===== config.mk =====
export PLATFORM = sky130hd
export DESIGN_NAME = sensor_frame_collector
export DESIGN_NICKNAME = d
export VERILOG_FILES = /design/src/rtl/sensor_frame_pkg.sv /design/src/rtl/sensor_capture_lane.sv /design/src/rtl/sensor_frame_collector.sv
export SDC_FILE = /design/constraint.sdc
export NUM_CORES = 1
export LEC_CHECK = 0
export BUFFER_PORTS_ARGS = -buffer_cell sky130_fd_sc_hd__buf_2
export CORE_AREA = 10 10 137 139
export CTS_CLUSTER_DIAMETER = 40
export CTS_CLUSTER_SIZE = 40
export DETAILED_ROUTE_END_ITERATION = 10
export DIE_AREA = 0 0 147 149
export PLACE_DENSITY = 0.95
export REMOVE_ABC_BUFFERS = 1
export SYNTH_ARGS = -nofsm -noshare
export SYNTH_HDL_FRONTEND = slang
export SYNTH_SLANG_ARGS = --single-unit

===== constraint.sdc =====
create_clock -name clk -period 5.4 [get_ports clk]
set_clock_uncertainty 0.2 [all_clocks]
set_input_delay 0.27 -clock clk [delete_from_list [all_inputs] [get_ports clk]]
set_output_delay 0.27 -clock clk [all_outputs]
set_load 0.005 [all_outputs]

===== src/rtl/sensor_frame_pkg.sv =====
// Shared types and constants for the 9-axis sensor frame collector.
package sensor_frame_pkg;

    typedef enum logic {
        COLLECT = 1'b0,
        PRESENT = 1'b1
    } state_t;

    localparam int AXIS_W      = 16;
    localparam int SENSOR_W    = 48;
    localparam int NUM_SENSORS = 3;

    localparam int ACC  = 0;
    localparam int GYRO = 1;
    localparam int MAG  = 2;

    // Swap the two bytes of every 16-bit axis inside a 48-bit sensor word.
    function automatic logic [SENSOR_W-1:0] swap_axes(input logic [SENSOR_W-1:0] word);
        logic [SENSOR_W-1:0] swapped;
        swapped = '0;
        for (int a = 0; a < SENSOR_W / AXIS_W; a++) begin
            swapped[a*AXIS_W +: AXIS_W] = {word[a*AXIS_W +: 8], word[a*AXIS_W + 8 +: 8]};
        end
        return swapped;
    endfunction

endpackage


===== src/rtl/sensor_capture_lane.sv =====
// One sensor channel: read-pulse generation, holding register, captured flag
// and overrun strobe.
module sensor_capture_lane
    import sensor_frame_pkg::*;
#(
    parameter bit SWAP_BYTES = 1'b1
) (
    input  logic                clk,
    input  logic                n_rst,
    input  logic                enable,
    input  logic                clear,
    input  logic                ready,
    input  logic [SENSOR_W-1:0] data,
    output logic                read,
    output logic [SENSOR_W-1:0] word,
    output logic                captured,
    output logic                overrun
);

    logic read_prev;

    // Upstream needs one cycle to drop ready after a read, so never read twice in a row.
    assign read    = enable & ready & ~read_prev;
    assign overrun = read & captured;

    // Remember last cycle's read pulse.
    always_ff @(posedge clk or negedge n_rst) begin
        if (!n_rst) begin
            read_prev <= 1'b0;
        end else begin
            read_prev <= read;
        end
    end

    // Capture the word on the read edge; a repeated read overwrites (newest wins).
    always_ff @(posedge clk or negedge n_rst) begin
        if (!n_rst) begin
            word <= '0;
        end else if (read) begin
            word <= SWAP_BYTES ? swap_axes(data) : data;
        end
    end

    // Captured flag; a frame-level clear wins over a same-cycle read.
    always_ff @(posedge clk or negedge n_rst) begin
        if (!n_rst) begin
            captured <= 1'b0;
        end else if (clear) begin
            captured <= 1'b0;
        end else if (read) begin
            captured <= 1'b1;
        end
    end

endmodule


===== src/rtl/sensor_frame_collector.sv =====
// Assembles accelerometer, gyroscope and magnetometer words into one 9-axis
// frame, presents it on valid/ready and drops stale partial frames on timeout.
//
// state   | meaning
// COLLECT | lanes drain upstream words until all three are captured
// PRESENT | frame held stable on frame_data until frame_ready
module sensor_frame_collector
    import sensor_frame_pkg::*;
#(
    parameter int unsigned TIMEOUT_CYCLES = 1_000_000,
    parameter bit          SWAP_BYTES     = 1'b1
) (
    input  logic                  clk,
    input  logic                  n_rst,
    input  logic                  acc_ready,
    input  logic                  gyro_ready,
    input  logic                  mag_ready,
    input  logic [SENSOR_W-1:0]   acc_data,
    input  logic [SENSOR_W-1:0]   gyro_data,
    input  logic [SENSOR_W-1:0]   mag_data,
    output logic                  acc_read,
    output logic                  gyro_read,
    output logic                  mag_read,
    output logic                  frame_valid,
    input  logic                  frame_ready,
    output logic [9*AXIS_W-1:0]   frame_data,
    output logic [15:0]           frame_seq,
    output logic                  frame_drop,
    output logic [7:0]            drop_count,
    output logic [7:0]            overrun_count
);

    localparam int TW = (TIMEOUT_CYCLES > 1) ? $clog2(TIMEOUT_CYCLES) : 1;
    localparam logic [TW-1:0] TIMER_LOAD = TW'(TIMEOUT_CYCLES - 1);

    state_t state, state_next;

    logic                collecting;
    logic [2:0]          ready_v, read_v, captured_v, overrun_v;
    logic [SENSOR_W-1:0] data_v [NUM_SENSORS];
    logic [SENSOR_W-1:0] word_v [NUM_SENSORS];
    logic                mask_full_next;
    logic                first_capture;
    logic                timer_hit;
    logic                drop;
    logic                accept;
    logic                lane_clear;
    logic [TW-1:0]       timer;
    logic [1:0]          overrun_n;
    logic [8:0]          overrun_sum;

    assign ready_v      = {mag_ready, gyro_ready, acc_ready};
    assign data_v[ACC]  = acc_data;
    assign data_v[GYRO] = gyro_data;
    assign data_v[MAG]  = mag_data;

    for (genvar i = 0; i < NUM_SENSORS; i++) begin : g_lane
        sensor_capture_lane #(
            .SWAP_BYTES(SWAP_BYTES)
        ) u_lane (
            .clk      (clk),
            .n_rst    (n_rst),
            .enable   (collecting),
            .clear    (lane_clear),
            .ready    (ready_v[i]),
            .data     (data_v[i]),
            .read     (read_v[i]),
            .word     (word_v[i]),
            .captured (captured_v[i]),
            .overrun  (overrun_v[i])
        );
    end

    assign acc_read   = read_v[ACC];
    assign gyro_read  = read_v[GYRO];
    assign mag_read   = read_v[MAG];
    assign frame_data = {word_v[ACC], word_v[GYRO], word_v[MAG]};

    // A capture landing on the timeout cycle still completes the frame.
    assign mask_full_next = &(captured_v | read_v);
    assign first_capture  = collecting & (captured_v == 3'b000) & (|read_v);
    assign timer_hit      = collecting & (|captured_v) & (timer == '0);
    assign drop           = timer_hit & ~mask_full_next;
    assign accept         = frame_valid & frame_ready;
    assign lane_clear     = accept | drop;
    assign frame_drop     = drop;

    // State register.
    always_ff @(posedge clk or negedge n_rst) begin
        if (!n_rst) begin
            state <= COLLECT;
        end else begin
            state <= state_next;
        end
    end

    // Next-state logic.
    always_comb begin
        state_next = state;
        case (state)
            COLLECT: if (mask_full_next) state_next = PRESENT;
            PRESENT: if (frame_ready)    state_next = COLLECT;
            default:                     state_next = COLLECT;
        endcase
    end

    // State-decoded outputs.
    always_comb begin
        collecting  = 1'b0;
        frame_valid = 1'b0;
        case (state)
            COLLECT: collecting  = 1'b1;
            PRESENT: frame_valid = 1'b1;
            default: collecting  = 1'b1;
        endcase
    end

    // Frame age down-counter, loaded at the first capture of a frame.
    always_ff @(posedge clk or negedge n_rst) begin
        if (!n_rst) begin
            timer <= '0;
        end else if (first_capture) begin
            timer <= TIMER_LOAD;
        end else if (collecting && (|captured_v) && (timer != '0)) begin
            timer <= timer - TW'(1);
        end
    end

    // Sequence number of the presented frame, advanced on each accept.
    always_ff @(posedge clk or negedge n_rst) begin
        if (!n_rst) begin
            frame_seq <= '0;
        end else if (accept) begin
            frame_seq <= frame_seq + 16'd1;
        end
    end

    // Saturating count of dropped partial frames.
    always_ff @(posedge clk or negedge n_rst) begin
        if (!n_rst) begin
            drop_count <= '0;
        end else if (drop && (drop_count != 8'hFF)) begin
            drop_count <= drop_count + 8'd1;
        end
    end

    // Several lanes may overrun in the same cycle; each one counts.
    assign overrun_n   = 2'(overrun_v[0]) + 2'(overrun_v[1]) + 2'(overrun_v[2]);
    assign overrun_sum = {1'b0, overrun_count} + {7'b0, overrun_n};

    // Saturating count of overwritten lane captures.
    always_ff @(posedge clk or negedge n_rst) begin
        if (!n_rst) begin
            overrun_count <= '0;
        end else if (overrun_sum[8]) begin
            overrun_count <= 8'hFF;
        end else begin
            overrun_count <= overrun_sum[7:0];
        end
    end

endmodule


# After elaboration in Yosys (flattened, before gate mapping)
# Cells that the tools add are included.
# Widths: inputs -> output; s select.
totals:
  register_bits: 203
  latchBits: 0
  ram_bits: 0
  mem_bits_ro: 0
  inputBits: 150
  word_cells: 70
  memories: 0
classes:
  addsub: 6
  n_mul: 0
  div: 0
  order_cmp: 0
  n_eq_ne: 1
  shifts: 0
  n_mux: 14
  bitwise: 22
  reduce_logical: 13
op_table:
  columns: ["cell", "n"]
  rows:
  - ["$mux 20", 2]
  - ["$logic_not 20->1", 1]
  - ["$reduce_bool 20->1", 1]
  - ["$sub 20x1->20 const B", 1]
  - ["$add 16x1->16 const B", 1]
  - ["$and 1x1->1", 15]
  - ["$mux 1", 10]
  - ["$add 8x2->9", 1]
  - ["$add 8x1->8 const B", 1]
  - ["$mux 8", 1]
  - ["$ne 8x8->1 const B", 1]
  - ["$reduce_bool 2->1", 4]
  - ["$reduce_or 3->1", 2]
  - ["$not 1->1", 5]
  - ["$logic_and 1x1->1", 3]
  - ["$logic_not 3->1", 1]
  - ["$or 3x3->3", 1]
  - ["$reduce_and 3->1", 1]
  - ["$add 1x1->2", 1]
  - ["$add 2x1->2", 1]
  - ["$pmux 1 s2", 1]
  - ["$or 1x1->1", 1]

# Depth between registers and ports, before layout
logic_depth:
  ltp_word: 9
  depth_mapped: 12
  mapped_depth_nobuf: 11

# Hierarchy
# Synthesis repeated with hierarchy kept, for this count alone.
unflattened:
  hier_cells: 581
  area_unflattened_um2: 8415.6
by_module_without_submodules:
  columns: ["mod", "instances", "cells_per_inst", "area_each_um2"]
  rows:
  - ["sensor_capture_lane", 3, 108, 1915.6]
  - ["sensor_frame_collector", 1, 257, 2668.8]

# Worst setup path before layout
# OpenSTA, ideal clock, no wires.
synth_timing:
  path_type: "reg-to-reg"
  startpoint: "reg state"
  endpoint: "reg overrun_count[0]"
  setup_ns: 0.123
  arrival_ns: 3.026
  t_required_ns: 5.077
  slack_ns: 2.051
  path_stages_with_launch: 12
  path_buffers: 1
  synth_period_minus_slack_ns: 3.349
  path_cell_list: "dfrtp_1 -> or3b_1 -> clkinv_1 -> clkbuf_1 -> nand2_1 -> fa_1 -> inv_1 -> ha_1 -> fa_1 -> and3_1 -> nand3_1 -> nand2b_1"
synth_between:
  elab_cells_between_ends: 14
  cone_classes: "add/sub (3); mux (2); bitwise (9)"
synth_rtl:
  columns: ["element", "line_no", "text"]
  rows:
  - ["start, declared", "sensor_frame_collector.sv:36", "state_t state, state_next;"]
  - ["start signal, assigned", "sensor_frame_collector.sv:93", "state <= state_next;"]
  - ["$mux 1", "sensor_frame_collector.sv:111", "case (state)"]
  - ["$and 1x1->1 (2 in a row)", "sensor_capture_lane.sv:23", "assign read = enable & ready & ~read_prev;"]
  - ["named net mag_read", "sensor_frame_collector.sv:23", "output logic mag_read,"]
  - ["$and 1x1->1", "sensor_capture_lane.sv:24", "assign overrun = read & captured;"]
  - ["$add 2x1->2", "sensor_frame_collector.sv:148", "assign overrun_n = 2'(overrun_v[0]) + 2'(overrun_v[1]) + 2'(overrun_v[2]);"]
  - ["$add 8x2->9", "sensor_frame_collector.sv:149", "assign overrun_sum = {1'b0, overrun_count} + {7'b0, overrun_n};"]
  - ["$mux 8", "sensor_frame_collector.sv:155", "end else if (overrun_sum[8]) begin"]
  - ["end signal, assigned", "sensor_frame_collector.sv:158", "overrun_count <= overrun_sum[7:0];"]
  - ["end, declared", "sensor_frame_collector.sv:30", "output logic [7:0] overrun_count"]
# The timed path passes the listed nets, and every way through them passes these cells.
# A chain may end at the register's enable or synchronous reset.

# Worst setup path after layout
layout_timing:
  startpoint: "reg state"
  endpoint: "reg overrun_count[2]"
layout_between:
  elab_chain_cells: 8
  elab_cells_between_ends: 14
  cone_classes: "add/sub (3); mux (2); bitwise (9)"
layout_lines:
  columns: ["element", "line_no"]
  rows:
  - ["$mux 1 (*)", "sensor_frame_collector.sv:111"]
  - ["$and 1x1->1 (2 in a row)", "sensor_capture_lane.sv:23"]
  - ["$and 1x1->1", "sensor_capture_lane.sv:24"]
  - ["$add 1x1->2", "sensor_frame_collector.sv:148"]
  - ["$add 2x1->2 (*)", "sensor_frame_collector.sv:148"]
  - ["$add 8x2->9 (*)", "sensor_frame_collector.sv:149"]
  - ["$mux 8 (*)", "sensor_frame_collector.sv:155"]
# Every way passes the cells marked *; elsewhere a longest branch is shown, timed or not.

==> results.txt <==
----------------------------------------------------
[Placed design]
  DPL Wire Length ... 18.1 mm
  Placer Congestion ... 0.838
  Port Buf Inserts ... 330

[STA]
  Tcrit/Tclk final ... 68.1%
  Unrepaired setup endpoints after global routing ... no
  Setup violations, final ... 0
  Number of hold violations in the final report ... 0
  Achievable clock frequency ... 272 MHz
  Final Max Tran Viols ... 0
  Normalized max-slew margin ... 25.9%
  Final total negative setup slack ... 0 ns
  Fin crit period ... 3.68 ns
  Measured slew at the worst slew-check pin ... 1.11 ns

[Yosys]
  Number of warning messages in the yosys log ... 0
  Mapped Area ... 0.00818 mm²
  FF+latch count, synth ... 203
  Post-Synthesis Cells ... 587
  Area share of the largest cell type after synthesis ... 62.1%
  Area share of and/or/nand/nor cells after synthesis ... 8.26%
  Combinational family with the most area after synthesis ... multiplexers
  Biggest area contributors in the synthesized netlist ... sky130_fd_sc_hd__dfrtp_1 (62%), sky130_fd_sc_hd__mux2_2 (20%), sky130_fd_sc_hd__xnor2_1 (1.9%)
  Mux contribution to synthesized area ... 20.5%
  Yosys top cell by area ... sky130_fd_sc_hd__dfrtp_1
  Xor and xnor fraction of the mapped netlist area ... 3.21%
  Post-synth EDFFs ... 0
  Predominant post-synthesis flop cell ... sky130_fd_sc_hd__dfrtp_1
  Commonest cells in the netlist ... sky130_fd_sc_hd__dfrtp_1 (203), sky130_fd_sc_hd__mux2_2 (146), sky130_fd_sc_hd__nand2_1 (27)
  Share of the yosys chip area belonging to registers ... 62.1%
  Most common cell in the netlist ... sky130_fd_sc_hd__dfrtp_1
  Count of distinct cell types in the synthesized netlist ... 49
  Post-synthesis share of cell area spent on full adders, half adders and majority gates ... 1.41%
  Mean area per synthesized cell ... 13.9 µm²
  Share of the synthesized area in compound gates (AO/OA/AOI/OAI) ... 3.03%
  Fraction of synthesis flops using an asynchronous set or reset pin ... 100%

[Clock tree]
  Reg clk slew, reported paths ... 0.06 ns
  Cell chosen for the clock root ... sky130_fd_sc_hd__clkbuf_16
  # clock sinks ... 203
  Setup Fix Bufs, Post-CTS ... 0
  Longest Clk Path Bufs ... 3
  CTS tree ... built
  Clock Latency Late Sink ... 0.52 ns
  Number of buffers inserted during clock tree synthesis ... 29
  H-tree depth reported by CTS ... 1

[Drt]
  Met2 wire length ... 15.9 mm
  Vias per cell ... 5.26
  Count of antenna-violating nets left after detailed routing ... 0
  Number of DRC markers in iteration 0 ... 377
  Total wire length after detailed routing ... 30.0 mm
  Post-detailed-route DRC marker count ... 0
  Vias after detailed routing ... 6975
  M1 wire length ... 10.5 mm
  Total met3 wirelength after detailed routing ... 2.21 mm
  Total iterations of the first detailed-routing run ... 5
  WL per Instance ... 22.6 µm
  Top sig layer ... met4

[Worst setup path]
  Required @ worst endpoint ... 5.59 ns
  Maximum fanout along the worst path ... 51
  Cell count of the worst reg-to-reg path ... 11
  Capturing element type of the critical path ... flip-flop
  Reg2reg setup slack ... 1.72 ns
  Reg-to-reg startpoint ... state
  Arr. time, crit path ... 3.87 ns
  Type of element launching the critical path ... flip-flop
  Worst Path Class, Setup ... flip-flop to flip-flop
  Worst flop-to-flop path endpoint ... overrun_count[2]

[Pwr]
  Leak pwr ... 6.02 nW
  Power per cell area ... 554 mW/mm²
  Peak supply drop ... 376 µV

[Cells and area]
  Multi-input gate area in the final layout ... 0.00298 mm²
  Post-layout utilization of the core ... 78.1%
  Fill cell total of the finished layout ... 875
  Area Growth Syn to Fin ... 54.5%
  Proportion of layout cells with a drive suffix above 1 ... 49.2%
  Combined flip-flop and latch cell area ... 0.00508 mm²
  Layout Nets ... 1238

[Status]
  Status ... complete, no violations

[Floorplan]
  Area of the core region ... 0.0162 mm²
  Chip height ... 149 µm
  Total Die Area ... 0.0219 mm²
  Width of the die ... 147 µm
  I/O pin count ... 331
  Row count ... 47
  Effective utilization at floorplan ... 50.6%

[GRT]
  Number of global-route vias before repair ... 7996
  Congestion Overflow GR ... 0
  Initial antenna violation count ... 5
  First-pass GRT wire length ... 46.4 mm
  Pin count of the biggest net entering global routing ... 115
  Total global-route track usage ... 26.7%

[Worst hold path]
  Class of the worst hold path ... primary input to asynchronous set/reset pin

[Flow run]
  Maximum Capacitance Violations ... 0

----------------------------------------------------
worst max-delay path, stage by stage, from the launching register on:
cell and delay [ns]:
sky130_fd_sc_hd__dfrtp_1 0.46, sky130_fd_sc_hd__or3b_2 0.49, sky130_fd_sc_hd__buf_4 0.33, sky130_fd_sc_hd__inv_1 0.25, sky130_fd_sc_hd__nand2_1 0.10, sky130_fd_sc_hd__fa_1 0.51
sky130_fd_sc_hd__inv_1 0.05, sky130_fd_sc_hd__ha_1 0.22, sky130_fd_sc_hd__fa_1 0.42, sky130_fd_sc_hd__and3_1 0.25, sky130_fd_sc_hd__nand3_1 0.18, sky130_fd_sc_hd__nand2_1 0.08
placed cells by master, fill, tap and decap left out, types with 5 or more instances in the layout:
cell | synthesis | final
sky130_fd_sc_hd__buf_2 | 3 | 329
sky130_fd_sc_hd__dfrtp_1 | 203 | 203
sky130_fd_sc_hd__dlygate4sd3_1 | 0 | 148
sky130_fd_sc_hd__mux2_2 | 146 | 146
sky130_fd_sc_hd__clkbuf_16 | 0 | 29
sky130_fd_sc_hd__nand2_1 | 27 | 27
sky130_fd_sc_hd__nor2_1 | 26 | 26
sky130_fd_sc_hd__xnor2_1 | 18 | 18
sky130_fd_sc_hd__nand3_1 | 16 | 16
sky130_fd_sc_hd__a21oi_1 | 13 | 13
sky130_fd_sc_hd__xor2_1 | 12 | 12
sky130_fd_sc_hd__inv_1 | 11 | 11
sky130_fd_sc_hd__and3_1 | 10 | 10
sky130_fd_sc_hd__nand4_1 | 10 | 10
sky130_fd_sc_hd__nor3_1 | 9 | 9
sky130_fd_sc_hd__o21ai_0 | 9 | 9
sky130_fd_sc_hd__ha_1 | 6 | 6
sky130_fd_sc_hd__diode_2 | 0 | 5
sky130_fd_sc_hd__nor4_1 | 5 | 5
sky130_fd_sc_hd__clkinvlp_4 | 0 | 5
sky130_fd_sc_hd__bufinv_16 | 0 | 5
timing repair:
| item | CTS | global route |
|---|---|---|
| endpoints found under the hold margin | 236 | 0 |
| resized for setup | 0 | 0 |
| hold buffers | 148 | 0 |
logic make-up (layout without fill, tap and decap cells):
| logic type | after synthesis | in the layout |
|---|---|---|
| other cells | 0 | 5 |
| simple gates | 126 | 126 |
| flops | 203 | 203 |
| xor+xnor | 30 | 30 |
| mux | 149 | 149 |
| buf+inv | 32 | 547 |
| compound gates | 39 | 39 |
| fa+ha+maj | 8 | 8 |
through the flow:
step	power (mW)	area [µm²]	cells	hold WS [ns]	setup slack, ns
3_5_place_dp	4.70	10100	1121	0.168	1.71
3_3_place_gp	4.54	10100	1121	0.161	1.82
4_1_cts	6.88	12600	1322	0.169	1.69
5_1_grt	7.34	12600	1327	0.216	1.47
2_1_floorplan	3.60	8110	568	-0.226	1.57
6_report	7.00	12600	1327	0.148	1.72
state kept, by name, indices dropped and copies added, names as in the netlist:
signal	cells
drop_count	8
frame_seq	16
g_lane.u_lane.captured	3
g_lane.u_lane.read_prev	3
g_lane.u_lane.word	144
overrun_count	8
state	1
timer	20
where the power goes:
group | switching (mW) | internal, mW | total [mW]
clock | 0.794 | 1.26 | 2.05
sequential | 0.519 | 2.19 | 2.71
combinational | 1.07 | 1.17 | 2.24
per-layer routing:
layer	global-route usage [%]	vias up
li1	-	3084
met1	28.6	3444
met2	48.4	344
met3	7.89	103
met4	11.0	0
met5	0	-
cell type report:
type | count | area share [%]
Clock inverter | 24 | 2.69
Multi-Input combinational cell | 352 | 23.6
Inverter | 13 | 0.386
Antenna cell | 5 | 0.0990
Clock buffer | 29 | 5.74
Timing Repair Buffer | 481 | 25.1
Tap cell | 220 | 2.18
Sequential cell | 203 | 40.2
worst max-delay path by stage:
stage | from | end | slack [ns] | cells after the start
floorplan | state | overrun_count[7] | 1.57 | 11
global placement | state | overrun_count[0] | 1.82 | 11
detailed placement | state | overrun_count[1] | 1.71 | 11
CTS | state | overrun_count[2] | 1.69 | 11
global route | state | overrun_count[6] | 1.47 | 12
finish | state | overrun_count[2] | 1.72 | 11
No activity file was read; power rests on OpenSTA's default activity.
